### src/rtl/ci_initiator_pkg.sv
// Shared types and widths for the custom-instruction initiator.
package ci_initiator_pkg;

  localparam int CI_DATA_W = 32;
  localparam int CI_ID_W   = 8;
  // One queued command: selector plus both operands.
  localparam int CI_CMD_W  = CI_ID_W + 2 * CI_DATA_W;

  typedef enum logic [1:0] {
    ST_IDLE  = 2'd0,
    ST_ISSUE = 2'd1,
    ST_WAIT  = 2'd2,
    ST_RESP  = 2'd3
  } ci_state_e;

  typedef struct packed {
    logic [CI_ID_W-1:0]   ci_n;
    logic [CI_DATA_W-1:0] a;
    logic [CI_DATA_W-1:0] b;
  } ci_cmd_t;

endpackage

### src/rtl/ci_initiator_cmd_fifo.sv
// Synchronous command FIFO; pointers wrap modulo DEPTH, full/empty from a registered count.
module ci_initiator_cmd_fifo
  import ci_initiator_pkg::*;
#(
  parameter int DEPTH = 4
) (
  input  logic                clock,
  input  logic                reset,
  input  logic                push_i,
  input  logic                pop_i,
  input  logic [CI_CMD_W-1:0] wdata_i,
  output logic [CI_CMD_W-1:0] rdata_o,
  output logic                full_o,
  output logic                empty_o
);

  localparam int AW = $clog2(DEPTH);
  localparam logic [AW:0] FULL_CNT = (AW+1)'(DEPTH);

  logic [CI_CMD_W-1:0] mem_q [DEPTH];
  logic [AW-1:0]       wr_ptr_q, rd_ptr_q;
  logic [AW:0]         count_q;
  logic                push_ok, pop_ok;

  assign full_o  = (count_q == FULL_CNT);
  assign empty_o = (count_q == '0);
  assign push_ok = push_i && !full_o;
  assign pop_ok  = pop_i && !empty_o;
  assign rdata_o = mem_q[rd_ptr_q];

  // Storage array; contents are don't-care until written, so no reset.
  always_ff @(posedge clock) begin
    if (push_ok) mem_q[wr_ptr_q] <= wdata_i;
  end

  // Pointer and occupancy bookkeeping.
  always_ff @(posedge clock or negedge reset) begin
    if (!reset) begin
      wr_ptr_q <= '0;
      rd_ptr_q <= '0;
      count_q  <= '0;
    end else begin
      if (push_ok) wr_ptr_q <= wr_ptr_q + AW'(1);
      if (pop_ok)  rd_ptr_q <= rd_ptr_q + AW'(1);
      case ({push_ok, pop_ok})
        2'b10:   count_q <= count_q + (AW+1)'(1);
        2'b01:   count_q <= count_q - (AW+1)'(1);
        default: count_q <= count_q;
      endcase
    end
  end

endmodule

### src/rtl/ci_initiator.sv
// Custom-instruction initiator: queues host commands, issues them one at a
// time to a responder, and holds each result (or a timeout) for the host.
//
// state    | meaning
// ---------+-----------------------------------------------------------
// ST_IDLE  | nothing in flight; pops the FIFO head when one is queued
// ST_ISSUE | single cycle, ciStart high; a same-cycle ciDone is taken
// ST_WAIT  | waiting for ciDone, timeout counter running
// ST_RESP  | rspValid high until the host takes it with rspReady
module ci_initiator
  import ci_initiator_pkg::*;
#(
  parameter logic [CI_ID_W-1:0] CUSTOM_ID      = 8'h01,
  parameter logic [15:0]        TIMEOUT_CYCLES = 16'd1000,
  parameter int                 FIFO_DEPTH     = 4
) (
  input  logic                 clock,
  input  logic                 reset,
  input  logic                 cmdValid,
  output logic                 cmdReady,
  input  logic [CI_ID_W-1:0]   cmdCiN,
  input  logic [CI_DATA_W-1:0] cmdA,
  input  logic [CI_DATA_W-1:0] cmdB,
  output logic                 ciStart,
  output logic [CI_ID_W-1:0]   ciN,
  output logic [CI_DATA_W-1:0] ciValueA,
  output logic [CI_DATA_W-1:0] ciValueB,
  input  logic                 ciDone,
  input  logic [CI_DATA_W-1:0] ciResult,
  output logic                 rspValid,
  input  logic                 rspReady,
  output logic [CI_DATA_W-1:0] rspResult,
  output logic                 rspTimeout,
  output logic                 busy,
  output logic [15:0]          idHits
);

  ci_state_e            state_q, state_d;
  logic [CI_ID_W-1:0]   ci_n_q, ci_n_d;
  logic [CI_DATA_W-1:0] ci_a_q, ci_a_d;
  logic [CI_DATA_W-1:0] ci_b_q, ci_b_d;
  logic [CI_DATA_W-1:0] rsp_result_q, rsp_result_d;
  logic                 rsp_timeout_q, rsp_timeout_d;
  logic [15:0]          to_cnt_q, to_cnt_d;
  logic [15:0]          id_hits_q, id_hits_d;

  logic                 fifo_full, fifo_empty, fifo_pop;
  logic [CI_CMD_W-1:0]  fifo_rdata;
  ci_cmd_t              head;
  logic                 to_last;

  ci_initiator_cmd_fifo #(
    .DEPTH (FIFO_DEPTH)
  ) u_cmd_fifo (
    .clock   (clock),
    .reset   (reset),
    .push_i  (cmdValid),
    .pop_i   (fifo_pop),
    .wdata_i ({cmdCiN, cmdA, cmdB}),
    .rdata_o (fifo_rdata),
    .full_o  (fifo_full),
    .empty_o (fifo_empty)
  );

  assign head       = fifo_rdata;
  // Counter holds the number of completed WAIT cycles, so the last allowed one is TIMEOUT_CYCLES-1.
  assign to_last    = (to_cnt_q == TIMEOUT_CYCLES - 16'd1);

  assign cmdReady   = !fifo_full;
  assign ciStart    = (state_q == ST_ISSUE);
  assign ciN        = ci_n_q;
  assign ciValueA   = ci_a_q;
  assign ciValueB   = ci_b_q;
  assign rspValid   = (state_q == ST_RESP);
  assign rspResult  = rsp_result_q;
  assign rspTimeout = rsp_timeout_q;
  assign busy       = (state_q != ST_IDLE) || !fifo_empty;
  assign idHits     = id_hits_q;

  // Next-state, operand latch, response capture and hit counting.
  always_comb begin
    state_d       = state_q;
    ci_n_d        = ci_n_q;
    ci_a_d        = ci_a_q;
    ci_b_d        = ci_b_q;
    rsp_result_d  = rsp_result_q;
    rsp_timeout_d = rsp_timeout_q;
    to_cnt_d      = to_cnt_q;
    id_hits_d     = id_hits_q;
    fifo_pop      = 1'b0;

    case (state_q)
      ST_IDLE: begin
        if (!fifo_empty) begin
          fifo_pop = 1'b1;
          ci_n_d   = head.ci_n;
          ci_a_d   = head.a;
          ci_b_d   = head.b;
          to_cnt_d = '0;
          state_d  = ST_ISSUE;
        end
      end
      ST_ISSUE: begin
        if (ci_n_q == CUSTOM_ID && id_hits_q != 16'hFFFF) id_hits_d = id_hits_q + 16'd1;
        if (ciDone) begin
          rsp_result_d  = ciResult;
          rsp_timeout_d = 1'b0;
          ci_n_d        = '0;
          ci_a_d        = '0;
          ci_b_d        = '0;
          state_d       = ST_RESP;
        end else begin
          state_d = ST_WAIT;
        end
      end
      ST_WAIT: begin
        if (ciDone) begin
          rsp_result_d  = ciResult;
          rsp_timeout_d = 1'b0;
          ci_n_d        = '0;
          ci_a_d        = '0;
          ci_b_d        = '0;
          to_cnt_d      = '0;
          state_d       = ST_RESP;
        end else if (to_last) begin
          rsp_result_d  = '0;
          rsp_timeout_d = 1'b1;
          ci_n_d        = '0;
          ci_a_d        = '0;
          ci_b_d        = '0;
          to_cnt_d      = '0;
          state_d       = ST_RESP;
        end else begin
          to_cnt_d = to_cnt_q + 16'd1;
        end
      end
      ST_RESP: begin
        if (rspReady) begin
          rsp_result_d  = '0;
          rsp_timeout_d = 1'b0;
          state_d       = ST_IDLE;
        end
      end
      default: state_d = ST_IDLE;
    endcase
  end

  // State and datapath registers.
  always_ff @(posedge clock or negedge reset) begin
    if (!reset) begin
      state_q       <= ST_IDLE;
      ci_n_q        <= '0;
      ci_a_q        <= '0;
      ci_b_q        <= '0;
      rsp_result_q  <= '0;
      rsp_timeout_q <= 1'b0;
      to_cnt_q      <= '0;
      id_hits_q     <= '0;
    end else begin
      state_q       <= state_d;
      ci_n_q        <= ci_n_d;
      ci_a_q        <= ci_a_d;
      ci_b_q        <= ci_b_d;
      rsp_result_q  <= rsp_result_d;
      rsp_timeout_q <= rsp_timeout_d;
      to_cnt_q      <= to_cnt_d;
      id_hits_q     <= id_hits_d;
    end
  end

endmodule
### config.mk
export PLATFORM = sky130hd
export DESIGN_NAME = ci_initiator
export DESIGN_NICKNAME = d
export VERILOG_FILES = /design/src/rtl/ci_initiator_pkg.sv /design/src/rtl/ci_initiator_cmd_fifo.sv /design/src/rtl/ci_initiator.sv
export SDC_FILE = /design/constraint.sdc
export NUM_CORES = 1
export LEC_CHECK = 0
export ABC_AREA = 0
export BUFFER_PORTS_ARGS = -buffer_cell sky130_fd_sc_hd__buf_2
export CORE_MARGIN = 1.5
export CORE_UTILIZATION = 61
export DETAILED_ROUTE_END_ITERATION = 6
export GPL_TIMING_DRIVEN = 0
export PLACE_DENSITY = 0.84
export SKIP_LAST_GASP = 1
export SLEW_MARGIN = 25
export SYNTH_ARGS = -nofsm -noshare
export SYNTH_HDL_FRONTEND = slang
export SYNTH_SLANG_ARGS = --single-unit
### constraint.sdc
create_clock -name clock -period 4.4 [get_ports clock]
set_input_delay 0.88 -clock clock [delete_from_list [all_inputs] [get_ports clock]]
set_output_delay 0.88 -clock clock [all_outputs]
set_load 0.1 [all_outputs]
==> qor.csv <==
stage,metric,value,unit
outcome,status,completed,
place,hpwl dp,22.3,mm
floorplanning,Die Y,169,µm
finish,fill cell count,1670,
detailed_routing,Starting DRT DRC Count,932,
timing,Final Hold Viols,0,
yosys,number of enable flip-flop cells after synthesis,288,
critical_path,Setup crit start,state_q[0]$_DFFE_PN0P_,
critical_path,CP Class,reg2out,
clocking,Sink Count,434,
yosys,post-synthesis net count,1168,
critical_path,CP dominant cell by count,inv_1,
yosys,Synth Area in Simple Gates,8.90,%
critical_path,"Slowest-stage cell, CP",nor4b_2,
clocking,CTS resizes,0,
global_routing,largest net degree at the start of global routing,86,
detailed_routing,routed vias,9920,
global_routing,initial antenna violation count,7,
detailed_routing,first drt pass iteration count,5,
clocking,Worst-Skew Late Latency,0.54,ns
floorplanning,Chip Width,169,µm
detailed_routing,Avg WL per Cell,20.9,µm
timing,Relative slew margins,36.9,%
yosys,Synth warnings,0,
global_routing,vias in the first global route,9959,
finish,nets,1453,
yosys,Synth Area in Compound Gates,3.85,%
yosys,Syn Area/Cell,16.1,µm²
clocking,CTS Buffer Depth,3,
critical_path,CP Buf/Inv Count,3,
floorplanning,core area,0.0270,mm²
critical_path,worst reg2reg startpoint,state_q[0]$_DFFE_PN0P_,
clocking,CTS tree,built,
global_routing,first-pass GRT wire length,54.8,mm
detailed_routing,routed wire length,35.7,mm
timing,maximum operating frequency,293,MHz
place,gpl congestion,0.783,
floorplanning,# rows,60,
global_routing,GR Overflow Total,0,
clocking,root buffer cell,clkbuf_16,
yosys,post-synthesis xor/xnor area fraction,1.56,%
yosys,"Seq/Total Area, Yosys",73.2,%
timing,final setup vio count,0,
critical_path,crit end category,primary output,
finish,Synth-to-Final Area Change,18.8,%
clocking,CTS H-tree lvls,2,
clocking,number of CTS-inserted buffers,44,
finish,fin util,73.9,%
timing,final setup skew,0.0158,ns
yosys,post-synthesis adder-cell area fraction,1.09,%
critical_path,crit-path cells,inv_1 > ha_1 > nor4b_2 > inv_1 > buf_2,
run,max cap viols,0,
yosys,Most used DFF post-synth,edfxtp_1,
place,port bufs,233,
floorplanning,Ports,234,
timing,Least-Margin Pin Slew,0.938,ns
clocking,"Clk pin slew, worst setup/hold paths",0.06,ns
yosys,async set or reset register ratio after synthesis,33.6,%
critical_path,crit-path max FO,7,
critical_path,Worst setup SP type,register,
timing,minimum clock period,3.42,ns
floorplanning,initial core utilization,62.2,%
global_routing,Total Routing Usage GR,25.5,%
critical_path,crit-path max cell delay,0.62,ns
timing,"Slew Viols, Final",0,
detailed_routing,DRC viols,0,
timing,Setup TNS,0,ns
critical_path,required time worst endpoint,3.52,ns
detailed_routing,Vias/cell,5.80,
yosys,synthesized flop and latch total,434,
clocking,Post CTS Setup Buffer Count,0,
yosys,Netlist Area Pre-Place,0.0168,mm²
timing,Final Cycle Share,77.7,%
critical_path,crit-path leading delay family,buffers and inverters,
critical_path,WP data arrival,2.54,ns
floorplanning,DIE AREA,0.0286,mm²
finish,layout cells sized above 1,30.0,%
timing,Final Hold Slack,0.118,ns
clocking,"Hold-fix buffers, CTS",0,
detailed_routing,Routed Antenna Nets,0,
yosys,Cells after Synth,1045,
timing,unrepaired setup endpoints after global routing,false,
min_path,worst hold path class,in2async,
yosys,main combinational cell family by area after synthesis,multiplexers,
yosys,"Distinct cells, synth",43,
yosys,post-synthesis mux area share,9.98,%
[worst register-to-register path, cell delays in order, from the launching register on]
cell     delay [ns]
dfrtp_1        0.43
inv_1          0.15
ha_1           0.26
nor4b_2        0.62
nor3_1         0.15
o21ai_2        0.31
buf_2          0.39
buf_2          0.32
nand2_1        0.11
o21ai_0        0.10
[cell usage after synthesis (2+ instances only)]
| library cell | instances | area, µm² |
|---|---|---|
| buf_1 | 4 | 15.0 |
| nand2_1 | 154 | 578 |
| nand3_1 | 15 | 75.1 |
| mux4_2 | 72 | 1620 |
| nand3b_1 | 2 | 15.0 |
| o21ai_1 | 2 | 10.0 |
| buf_2 | 13 | 65.1 |
| ha_1 | 13 | 163 |
| nor2b_1 | 2 | 12.5 |
| dfrtp_1 | 146 | 3650 |
| a22o_1 | 2 | 17.5 |
| or4_4 | 2 | 22.5 |
| clkbuf_1 | 33 | 124 |
| nand4_1 | 9 | 56.3 |
| nor2_2 | 2 | 12.5 |
| mux2_2 | 5 | 56.3 |
| o21ai_0 | 110 | 551 |
| nor4_1 | 3 | 18.8 |
| nor3_1 | 5 | 25.0 |
| and3_1 | 8 | 50.1 |
| edfxtp_1 | 288 | 8650 |
| xor2_1 | 13 | 114 |
| nand2b_1 | 73 | 457 |
| inv_1 | 10 | 37.5 |
| xnor2_1 | 17 | 149 |
| and4_1 | 2 | 17.5 |
| nor2_1 | 22 | 82.6 |
| or4_1 | 3 | 22.5 |
[metrics by stage]
stage	setup slack (ns)	instances	area, µm²
after floorplan	0.915	1045	16800
after global placement	-0.0680	1619	18400
after detailed placement	1.49	1625	18600
after CTS	0.958	1706	20000
after global routing	0.815	1709	20000
final	0.982	1710	20000
[layout by cell type (no fill, tap or decap), types with 2 or more instances in the layout]
master / instances
mux2_2: 5
clkinvlp_4: 3
nand4_1: 9
edfxtp_1: 288
and4_1: 2
and3_1: 4
clkbuf_16: 45
nand3b_1: 2
inv_6: 2
nand3_1: 15
clkbuf_1: 42
mux4_2: 72
nor2b_1: 2
dfrtp_1: 146
nor2_2: 2
clkbuf_8: 4
xnor2_1: 17
o21ai_0: 110
nand2_1: 154
nor3_1: 5
diode_2: 4
buf_16: 5
and3_4: 4
nor2_1: 22
or4_1: 3
clkinv_2: 10
or4_4: 2
buf_2: 245
nor4_1: 3
ha_1: 13
buf_1: 4
inv_1: 10
xor2_1: 13
nand2b_1: 73
a22o_1: 2
clkinv_1: 6
[path summary, 6_finish.rpt]
path,slack (ns),depth (start not counted),end
setup / recovery,0.98,5,busy
hold / removal,0.12,1,rspResult[9]$_DFFE_PN0P_
setup reg to reg,1.49,9,ciValueB[26]$_DFFE_PN0P_
hold reg to reg,0.47,2,rspResult[27]$_DFFE_PN0P_
max in group asynchronous,3.37,3,ciValueB[12]$_DFFE_PN0P_
min in group clock,0.47,2,rspResult[27]$_DFFE_PN0P_
[cell families after synthesis]
group / count (synthesis)
buf+inv: 60
xor+xnor: 30
simple gates: 308
mux: 77
fa+ha+maj: 14
compound gates: 122
flops: 434
[layer usage]
layer / up-vias / global-route usage (%) / routed length (µm)
li1: 4460 / - / -
met3: 74 / 5.66 / 2760
met5: - / 0 / 37
met1: 4980 / 32.4 / 13900
met2: 400 / 44.1 / 18200
met4: 6 / 7.96 / 821
[state kept, by name, summed over array words and instances (netlist names)]
signal,flops
to_cnt_q,16
u_cmd_fifo.rd_ptr_q,2
rspResult,32
state_q,2
ciN,8
u_cmd_fifo.mem_q,288
idHits,16
ciValueB,32
ciValueA,32
u_cmd_fifo.count_q,3
rspTimeout,1
u_cmd_fifo.wr_ptr_q,2
[cell type report]
cell class	instances	area (µm²)	share of cell area, %
Antenna cell	4	10.0	0.0501
Buffer	50	204	1.02
Clock buffer	58	1210	6.08
Clock inverter	23	151	0.758
Inverter	10	37.5	0.188
Multi-Input combinational cell	551	4300	21.5
Sequential cell	434	12300	61.6
Tap cell	341	427	2.14
Timing Repair Buffer	239	1330	6.68
Power is left out: the tool's default activity adds up to more than one toggle a clock period on the data nets, which glitch-free logic cannot reach.
